### src/rtl/hunger_drive_pkg.sv
// Shared definitions for the hunger drive: state encodings and default tick constants.
package hunger_drive_pkg;

  typedef enum logic [2:0] {
    StSated    = 3'd0,
    StPeckish  = 3'd1,
    StStarving = 3'd2,
    StEating   = 3'd3,
    StCooldown = 3'd4
  } state_e;

  localparam int unsigned DefDebounceTicks = 4;
  localparam int unsigned DefEatTicks      = 8;
  localparam int unsigned DefCooldownTicks = 6;
  localparam int unsigned DefCryPeriod     = 5;
  localparam int unsigned DefCntW          = 4;

endpackage

### src/rtl/hunger_drive_tick_counter.sv
// Saturating tick counter. o_hit flags the enabled tick on which the count reaches Term;
// with Wrap set the counter returns to zero on that tick instead of saturating.
module hunger_drive_tick_counter #(
  parameter int unsigned CntW = 4,
  parameter int unsigned Term = 4,
  parameter bit          Wrap = 1'b0
) (
  input  logic i_clk,
  input  logic i_rst_n,
  input  logic i_clr,
  input  logic i_en,
  output logic o_hit
);

  logic [CntW-1:0] r_count;
  logic            w_hit;

  always_comb begin
    w_hit = i_en && !i_clr && (r_count == CntW'(Term - 1));
  end

  always_ff @(posedge i_clk or negedge i_rst_n) begin
    if (!i_rst_n) begin
      r_count <= '0;
    end else if (i_clr || (Wrap && w_hit)) begin
      r_count <= '0;
    end else if (i_en && (r_count != CntW'(Term))) begin
      r_count <= r_count + 1'b1;
    end
  end

  assign o_hit = w_hit;

endmodule

### src/rtl/hunger_drive.sv
// Hunger behaviour FSM: debounced hunger, eating bouts with cooldown, periodic cry when starving.
// Define HUNGER_DRIVE_GREEDY_EN to keep a bout running through food loss while starving.
module hunger_drive
  import hunger_drive_pkg::*;
#(
  parameter int unsigned DEBOUNCE_TICKS = DefDebounceTicks,
  parameter int unsigned EAT_TICKS      = DefEatTicks,
  parameter int unsigned COOLDOWN_TICKS = DefCooldownTicks,
  parameter int unsigned CRY_PERIOD     = DefCryPeriod,
  parameter int unsigned CNT_W          = DefCntW
) (
  input  logic       clk,
  input  logic       rst_n,
  input  logic       tick,
  input  logic       hungry,
  input  logic       starving,
  input  logic       food,
  output logic       eat,
  output logic       cry,
  output logic       distress,
  output logic [2:0] state_o
);

  state_e r_state, w_state_d;
  logic   r_hungry_q, w_hungry_d;
  logic   r_eat, r_cry, r_distress;
  logic   w_eat, w_cry, w_hold;
  logic   w_deb_hit, w_bout_hit, w_cool_hit, w_cry_hit;

  hunger_drive_tick_counter #(.CntW(CNT_W), .Term(DEBOUNCE_TICKS), .Wrap(1'b1)) u_debounce (
    .i_clk  (clk),
    .i_rst_n(rst_n),
    .i_clr  (hungry == r_hungry_q),
    .i_en   (tick),
    .o_hit  (w_deb_hit)
  );

  // The entry tick is bout tick 1, so the in-state counter terminates one short.
  hunger_drive_tick_counter #(.CntW(CNT_W), .Term(EAT_TICKS - 1), .Wrap(1'b0)) u_bout (
    .i_clk  (clk),
    .i_rst_n(rst_n),
    .i_clr  (r_state != StEating),
    .i_en   (tick),
    .o_hit  (w_bout_hit)
  );

  hunger_drive_tick_counter #(.CntW(CNT_W), .Term(COOLDOWN_TICKS), .Wrap(1'b0)) u_cooldown (
    .i_clk  (clk),
    .i_rst_n(rst_n),
    .i_clr  (r_state != StCooldown),
    .i_en   (tick),
    .o_hit  (w_cool_hit)
  );

  hunger_drive_tick_counter #(.CntW(CNT_W), .Term(CRY_PERIOD), .Wrap(1'b1)) u_cry (
    .i_clk  (clk),
    .i_rst_n(rst_n),
    .i_clr  (r_state != StStarving),
    .i_en   (tick),
    .o_hit  (w_cry_hit)
  );

  // The FSM acts on the debounced value as it stands after this tick.
  assign w_hungry_d = w_deb_hit ? hungry : r_hungry_q;

`ifdef HUNGER_DRIVE_GREEDY_EN
  assign w_hold = starving;
`else
  assign w_hold = 1'b0;
`endif

  always_comb begin
    w_state_d = r_state;
    w_eat     = 1'b0;
    w_cry     = 1'b0;
    case (r_state)
      StSated: begin
        if (tick && w_hungry_d) w_state_d = StPeckish;
      end
      StPeckish: begin
        if (tick) begin
          if (food) begin
            w_state_d = StEating;
            w_eat     = 1'b1;
          end else if (starving) begin
            w_state_d = StStarving;
          end else if (!w_hungry_d) begin
            w_state_d = StSated;
          end
        end
      end
      StStarving: begin
        if (tick) begin
          if (food) begin
            w_state_d = StEating;
            w_eat     = 1'b1;
          end else if (!starving) begin
            w_state_d = StPeckish;
          end else begin
            w_cry = w_cry_hit;
          end
        end
      end
      StEating: begin
        if (tick) begin
          if (!w_hungry_d || (!food && !w_hold)) begin
            w_state_d = StCooldown;
          end else begin
            w_eat = food;
            if (w_bout_hit) w_state_d = StCooldown;
          end
        end
      end
      StCooldown: begin
        if (tick && w_cool_hit) begin
          if (starving)        w_state_d = StStarving;
          else if (w_hungry_d) w_state_d = StPeckish;
          else                 w_state_d = StSated;
        end
      end
      default: w_state_d = StSated;
    endcase
  end

  always_ff @(posedge clk or negedge rst_n) begin
    if (!rst_n) begin
      r_state    <= StSated;
      r_hungry_q <= 1'b0;
      r_eat      <= 1'b0;
      r_cry      <= 1'b0;
      r_distress <= 1'b0;
    end else begin
      r_state    <= w_state_d;
      r_hungry_q <= w_hungry_d;
      r_eat      <= w_eat;
      r_cry      <= w_cry;
      r_distress <= (w_state_d == StStarving);
    end
  end

  assign eat      = r_eat;
  assign cry      = r_cry;
  assign distress = r_distress;
  assign state_o  = r_state;

endmodule

### config.mk
export PLATFORM = sky130hd
export DESIGN_NAME = hunger_drive
export DESIGN_NICKNAME = d
export VERILOG_FILES = /design/src/rtl/hunger_drive_pkg.sv /design/src/rtl/hunger_drive_tick_counter.sv /design/src/rtl/hunger_drive.sv
export SDC_FILE = /design/constraint.sdc
export NUM_CORES = 1
export LEC_CHECK = 0
export CAP_MARGIN = 10
export CORE_MARGIN = 1.5
export CORE_UTILIZATION = 30
export CTS_CLUSTER_DIAMETER = 200
export CTS_CLUSTER_SIZE = 20
export DETAILED_ROUTE_END_ITERATION = 8
export MAX_ROUTING_LAYER = met4
export PLACE_DENSITY_LB_ADDON = 0.3
export SLEW_MARGIN = 15
export SYNTH_ARGS = -nofsm -noshare
export SYNTH_HDL_FRONTEND = slang
export SYNTH_HIERARCHICAL = 1
export SYNTH_SLANG_ARGS = --single-unit
### constraint.sdc
create_clock -name clk -period 3.6 [get_ports clk]
set_input_delay 0.54 -clock clk [delete_from_list [all_inputs] [get_ports clk]]
set_output_delay 0.54 -clock clk [all_outputs]
set_load 0.005 [all_outputs]
==> out/results.tsv, run 1 <==
metric	value	unit
nets	187	
antenna_cells	0	
final.period_utilization	0.694	
cts-root-buf	clkbuf_8	
crit_path_start_kind	input port	
insertion_delay	0.27	ns
wl	2860	um
synth.area.top_cells	dfrtp_1, ha_1, a21oi_1	
drc	0	
postCtsSetupRepairBufs	0	
die_w	72.4	um
p_int	0.465	mW
dp_slack	0.835	ns
synthFlopType	dfrtp_1	
yosys_register_bits	23	
place_congestion	0.861	
yosysWarnings	6	
synth_top_area_cell	dfrtp_1	
rows	25	
syn_nets	171	
grt_pass1_vias	1087	
syn_area_per_cell	9.32	um^2
path_class	in -> reg	
relSlewSlack	0.614	
drt_iter0_drc	48	
status	finished clean	
drt.antenna.violating_nets	0	
worstMarginPinSlew	0.579	ns
firstDrtPassIters	4	
track_usage	0.122	
grt_overflow	0	
drive_gt1_frac	0.0941	
finalSetupViolCount	0	
design_area	1660	um^2
critical_path.max_stage_delay	0.52	ns
dr_total_vias	1171	
power_density	417	nW/um^2
place_area	1620	um^2
viasPerCell	5.23	
p_total	0.692	mW
drv_slew	0	
cts-resized-gates	0	
ys_async_sr_fraction	1.00	
fin_ws	1.10	ns
synthToLayoutAreaGrowth	14.9	%
io_pins	12	
fill_cells	474	
cts_tree	done	
routedWlPerCell	12.7	um
period_needed	2.50	ns
fp.dieArea	5240	um^2
hold_viol_final	0	
fin_skew	0.00989	ns
io_buffers	11	
max_cap_viol_count	0	
synth-edff-count	0	
combPwrFrac	0.295	
yosysMostFrequentCell	dfrtp_1	
fin_setup_tns	0	ns
clk_pin_slew	0.09	ns
cts_buffers	3	
syn_inst	155	
synth_top_cell_area_share	0.398	
synth.distinct_cells	42	
yosys-top-cells-count	dfrtp_1, a21oi_1, inv_1, nor2_1, ha_1	
fmax	400	MHz
end_kind	flop	
antenna_found_initial	0	
p_clk_frac	0.230	
cts_sinks	23	
ys_seq_area_frac	0.398	
power.leakage	0.706	nW
path_cells	clkdlybuf4s50_1 -> xnor2_1 -> nor4_1 -> mux2i_1 -> inv_2 -> and3_1 -> nor3_1 -> o21ai_0	
swShare	0.328	
synth_area	1450	um^2
die_y	72.4	um
p_sw	0.227	mW
core	4690	um^2
clockBufferDepth	2	
cts-htree-levels	1	
cp.required	3.73	ns
irDropWorstVdd	0.000167	V
start_util	0.308	
seqPwrFrac	0.474	
grt_max_degree	32	
rsz0062_at_grt	false	
min_path_type	in -> async	
cp_max_fo	6	
hpwl	2070	um
arrival	2.63	ns
cts_hold_buf	0	
grt_pass1_wl	4910	um
crit_slowest_cell	mux2i_1	
==> layout make-up <==
cell class | count | area, um^2 | share of cell area
Inverter | 15 | 56.3 | 0.0339
Multi-Input combinational cell | 116 | 802 | 0.483
Clock buffer | 3 | 41.3 | 0.0249
Timing Repair Buffer | 12 | 113 | 0.0678
Clock inverter | 1 | 5.00 | 0.00301
Tap cell | 54 | 67.6 | 0.0407
Sequential cell | 23 | 576 | 0.347
==> layer usage <==
| layer | vias up | track usage | wire (um) |
|---|---|---|---|
| li1 | 590 | - | - |
| met1 | 558 | 0.166 | 1420 |
| met2 | 17 | 0.181 | 1280 |
| met3 | 6 | 0.0194 | 103 |
| met4 | 0 | 0.0503 | 53 |
| met5 | - | - | 0 |
==> critical path, delay by kind of cell <==
kind / cells / cell delay (ns)
compound gates: 1 / 0.12
xor+xnor: 1 / 0.20
buf+inv: 2 / 0.53
mux: 1 / 0.52
simple gates: 3 / 0.74
==> power by group through the flow <==
stage / clock, mW / sequential (mW) / combinational, mW
2_1_floorplan: 0 / 0.323 / 0.132
3_3_place_gp: 0 / 0.337 / 0.206
3_5_place_dp: 0 / 0.334 / 0.205
4_1_cts: 0.165 / 0.329 / 0.206
5_1_grt: 0.172 / 0.334 / 0.229
6_report: 0.159 / 0.328 / 0.204
==> placed cells by master (no fill, tap or decap), types with 2 or more instances in the layout <==
master,netlist,layout
dfrtp_1,23,23
a21oi_1,14,14
inv_1,14,14
nor2_1,11,11
clkdlybuf4s50_1,0,10
ha_1,10,10
nand2_1,9,9
o21ai_0,7,7
nand3_1,6,6
nand3b_1,5,5
nor3_1,5,5
nand2b_1,4,4
nand4b_1,4,4
or3_1,4,4
nor2b_1,3,3
clkbuf_8,0,3
nand4_1,3,3
a21oi_2,3,3
a21o_1,2,2
nor4_1,2,2
o31ai_1,2,2
mux2_4,2,2
==> flip-flops by register name, summed over array words and instances, names as in the netlist <==
register	flops
distress	1
u_debounce/r_count	4
u_cry/r_count	4
u_bout/r_count	4
u_cooldown/r_count	4
state_o	3
eat	1
r_hungry_q	1
cry	1
==> stage by stage <==
step | std cells | utilization | hold WS, ns
after floorplan | 155 | - | 0.244
after global placement | 220 | 0.345 | 0.552
after detailed placement | 220 | 0.345 | 0.562
after CTS | 224 | 0.355 | 0.575
after global routing | 224 | 0.354 | 0.305
final | 224 | 0.354 | 0.256
==> cells by family after synthesis <==
| kind of cell | count (synthesis) | synth area share |
|---|---|---|
| AOI/OAI and AO/OA | 37 | 0.168 |
| xor gates and xnor gates | 1 | 0.00606 |
| adders and majority gates | 10 | 0.0866 |
| buffers and inverters | 16 | 0.0467 |
| DFF | 23 | 0.398 |
| muxes | 3 | 0.0277 |
| and+or+nand+nor | 65 | 0.267 |
==> path summary, 6_finish.rpt <==
check | from | to | slack (ns) | cells past startpoint
worst min register to register | u_cry/r_count[3]$_DFFE_PN0P_ | u_cry/r_count[3]$_DFFE_PN0P_ | 0.57 | 2
min in group clk | u_cry/r_count[3]$_DFFE_PN0P_ | u_cry/r_count[3]$_DFFE_PN0P_ | 0.57 | 2
worst max-delay path | hungry | state_o[0]$_DFF_PN0_ | 1.10 | 8
worst min-delay path | rst_n | u_debounce/r_count[1]$_DFFE_PN0P_ | 0.26 | 1
max in group asynchronous | rst_n | u_cooldown/r_count[1]$_DFFE_PN0P_ | 2.95 | 1
worst max register to register | u_debounce/r_count[1]$_DFFE_PN0P_ | state_o[0]$_DFF_PN0_ | 1.45 | 8
Power figures use the tool's default switching activity.
==> inputs of run 2 (changes only) <==
==> constraint.sdc (replaced) <==
create_clock -name clk -period 2.1 [get_ports clk]
set_input_delay 0.315 -clock clk [delete_from_list [all_inputs] [get_ports clk]]
set_output_delay 0.315 -clock clk [all_outputs]
set_load 0.005 [all_outputs]
==> run 2 against run 1 <==
First-iteration DRC count down 10%. Clock skew down 0.0084 ns. Clock power up 76%. Cell area up 6.8%. Die area unchanged. Highest routed layer unchanged.
==> out/results.tsv, run 2 (synthesized netlist as in run 1, its figures left out) <==
metric	value	unit	change
crit_start	u_debounce/r_count[1]$_DFFE_PN0P_		
hpwl	2210	um	+6.7%
fill_cells	493		+4.0%
path_cells	ha_1 -> nand2_1 -> nor4_2 -> mux2i_1 -> buf_4 -> o21ai_0 -> a21oi_1 -> o211a_1		
combPwrFrac	0.349		+0.054
clk_pin_slew	0.08	ns	about the same
p_clk_frac	0.221		-0.009
worstMarginPinSlew	0.361	ns	-0.217 ns
drv_slew	0		unchanged
dr_total_vias	1225		+4.6%
fmax	515	MHz	
path_class	reg -> reg		
end_kind	flop		
drt.antenna.violating_nets	0		unchanged
final_cells	237		+5.8%
wl	3030	um	+6.1%
antenna_found_initial	0		unchanged
cts_tree	done		
r2r-start	u_debounce/r_count[1]$_DFFE_PN0P_		
min_path_type	in -> async		
io_buffers	11		unchanged
final.period_utilization	0.924		
cp_max_fo	5		-1
seqPwrFrac	0.430		-0.044
die_y	72.4	um	unchanged
power_density	714	nW/um^2	+71%
grt_pass1_vias	1166		+7.3%
cts_sinks	23		unchanged
grt_pass1_wl	5150	um	+4.8%
relSlewSlack	0.758		+0.144
routedWlPerCell	12.8	um	+0.24%
finalSetupViolCount	0		unchanged
nets	200		+7.0%
final_cell_mix	dfrtp_1, a21oi_1, inv_1, buf_4		
crit_slowest_cell	dfrtp_1		
start_util	0.308		unchanged
cts-root-buf	clkbuf_8		
cts_hold_buf	0		unchanged
cts-htree-levels	1		unchanged
grt_overflow	0		unchanged
rows	25		unchanged
p_sw	0.411	mW	+81%
fin_skew	0.00150	ns	-0.00839 ns
core	4690	um^2	unchanged
insertion_delay	0.26	ns	about the same
crit_path_start_kind	flop		
arrival	2.15	ns	-0.48 ns
drt_iter0_drc	43		-10%
max_cap_viol_count	0		unchanged
io_pins	12		unchanged
firstDrtPassIters	4		unchanged
track_usage	0.129		+0.00741
antenna_cells	0		unchanged
irDropWorstVdd	0.000298	V	+78%
swShare	0.325		-0.00362
hold_viol_final	0		unchanged
period_needed	1.94	ns	
cp.required	2.31	ns	-1.42 ns
synthToLayoutAreaGrowth	22.7	%	
drc	0		unchanged
clockBufferDepth	2		unchanged
viasPerCell	5.17		-1.1%
fin_setup_tns	0	ns	unchanged
dp.cells	231		+5.0%
p_int	0.854	mW	+84%
cts_buffers	3		unchanged
status	finished clean		
place_congestion	0.791		-8.2%
die_w	72.4	um	unchanged
fin_util	0.378		+0.0240
power.leakage	0.766	nW	+8.6%
fp.dieArea	5240	um^2	unchanged
final_common_cell	dfrtp_1		
grt_max_degree	25		-22%
drive_gt1_frac	0.158		+0.0644
critical_path.max_stage_delay	0.40	ns	-0.12 ns
==> run 2: cell type report <==
type / instances / area, um^2 / share of cell area
clock buffers: 4 / 45.0 / 0.0254
inverters: 15 / 56.3 / 0.0318
multi-input cells: 116 / 813 / 0.459
flip-flops and latches: 23 / 576 / 0.325
well taps: 54 / 67.6 / 0.0381
repair buffers: 25 / 215 / 0.121
==> run 2: final timing paths <==
kind                                                       to  slack (ns)  cells after the start
worst max-delay path                       distress$_DFF_PN0_        0.16                      8
worst min-delay path                     state_o[0]$_DFF_PN0_        0.40                      2
worst max register to register             distress$_DFF_PN0_        0.16                      8
worst min register to register   u_cry/r_count[3]$_DFFE_PN0P_        0.58                      2
max in group asynchronous       u_bout/r_count[1]$_DFFE_PN0P_        1.47                      2
min in group clk                 u_cry/r_count[3]$_DFFE_PN0P_        0.58                      2
==> run 2: what timing repair did <==
| action | in CTS | in global routing |
|---|---|---|
| gates resized for setup | 0 | 3 |
| setup buffers | 0 | 2 |
| endpoints found under the setup margin | 0 | 2 |
==> run 2: worst max-delay path, delay by kind of cell, from the launching register on <==
family / cells / cell delay (ns)
AO/OA/AOI/OAI: 3 / 0.41
adder cells (fa/ha/maj): 1 / 0.19
AND/OR/NAND/NOR: 2 / 0.39
multiplexers: 1 / 0.31
buffers and inverters: 1 / 0.19
flip-flops: 1 / 0.40
==> run 2: power groups by stage <==
stage | Clock (mW) | Combinational, mW | Sequential (mW)
3_5_place_dp | 0 | 0.425 | 0.553
3_3_place_gp | 0 | 0.425 | 0.553
2_1_floorplan | 0 | 0.227 | 0.553
6_report | 0.280 | 0.442 | 0.544
5_1_grt | 0.309 | 0.499 | 0.552
4_1_cts | 0.289 | 0.427 | 0.545
==> run 2: routing by layer <==
layer  GRT usage  part of all wire
met1       0.171              0.51
met2       0.202              0.45
met3      0.0250             0.026
met4      0.0377             0.010
met5           -                 0
==> run 2: through the flow <==
step	area [um^2]	setup WS (ns)	hold slack [ns]	power (mW)
finish	1770	0.159	0.400	1.27
detailed placement	1700	-0.175	0.565	0.979
CTS	1750	0.107	0.420	1.26
global placement	1700	-0.133	0.555	0.978
floorplan	1450	0.151	0.0194	0.780
global route	1770	-0.00122	0.428	1.36
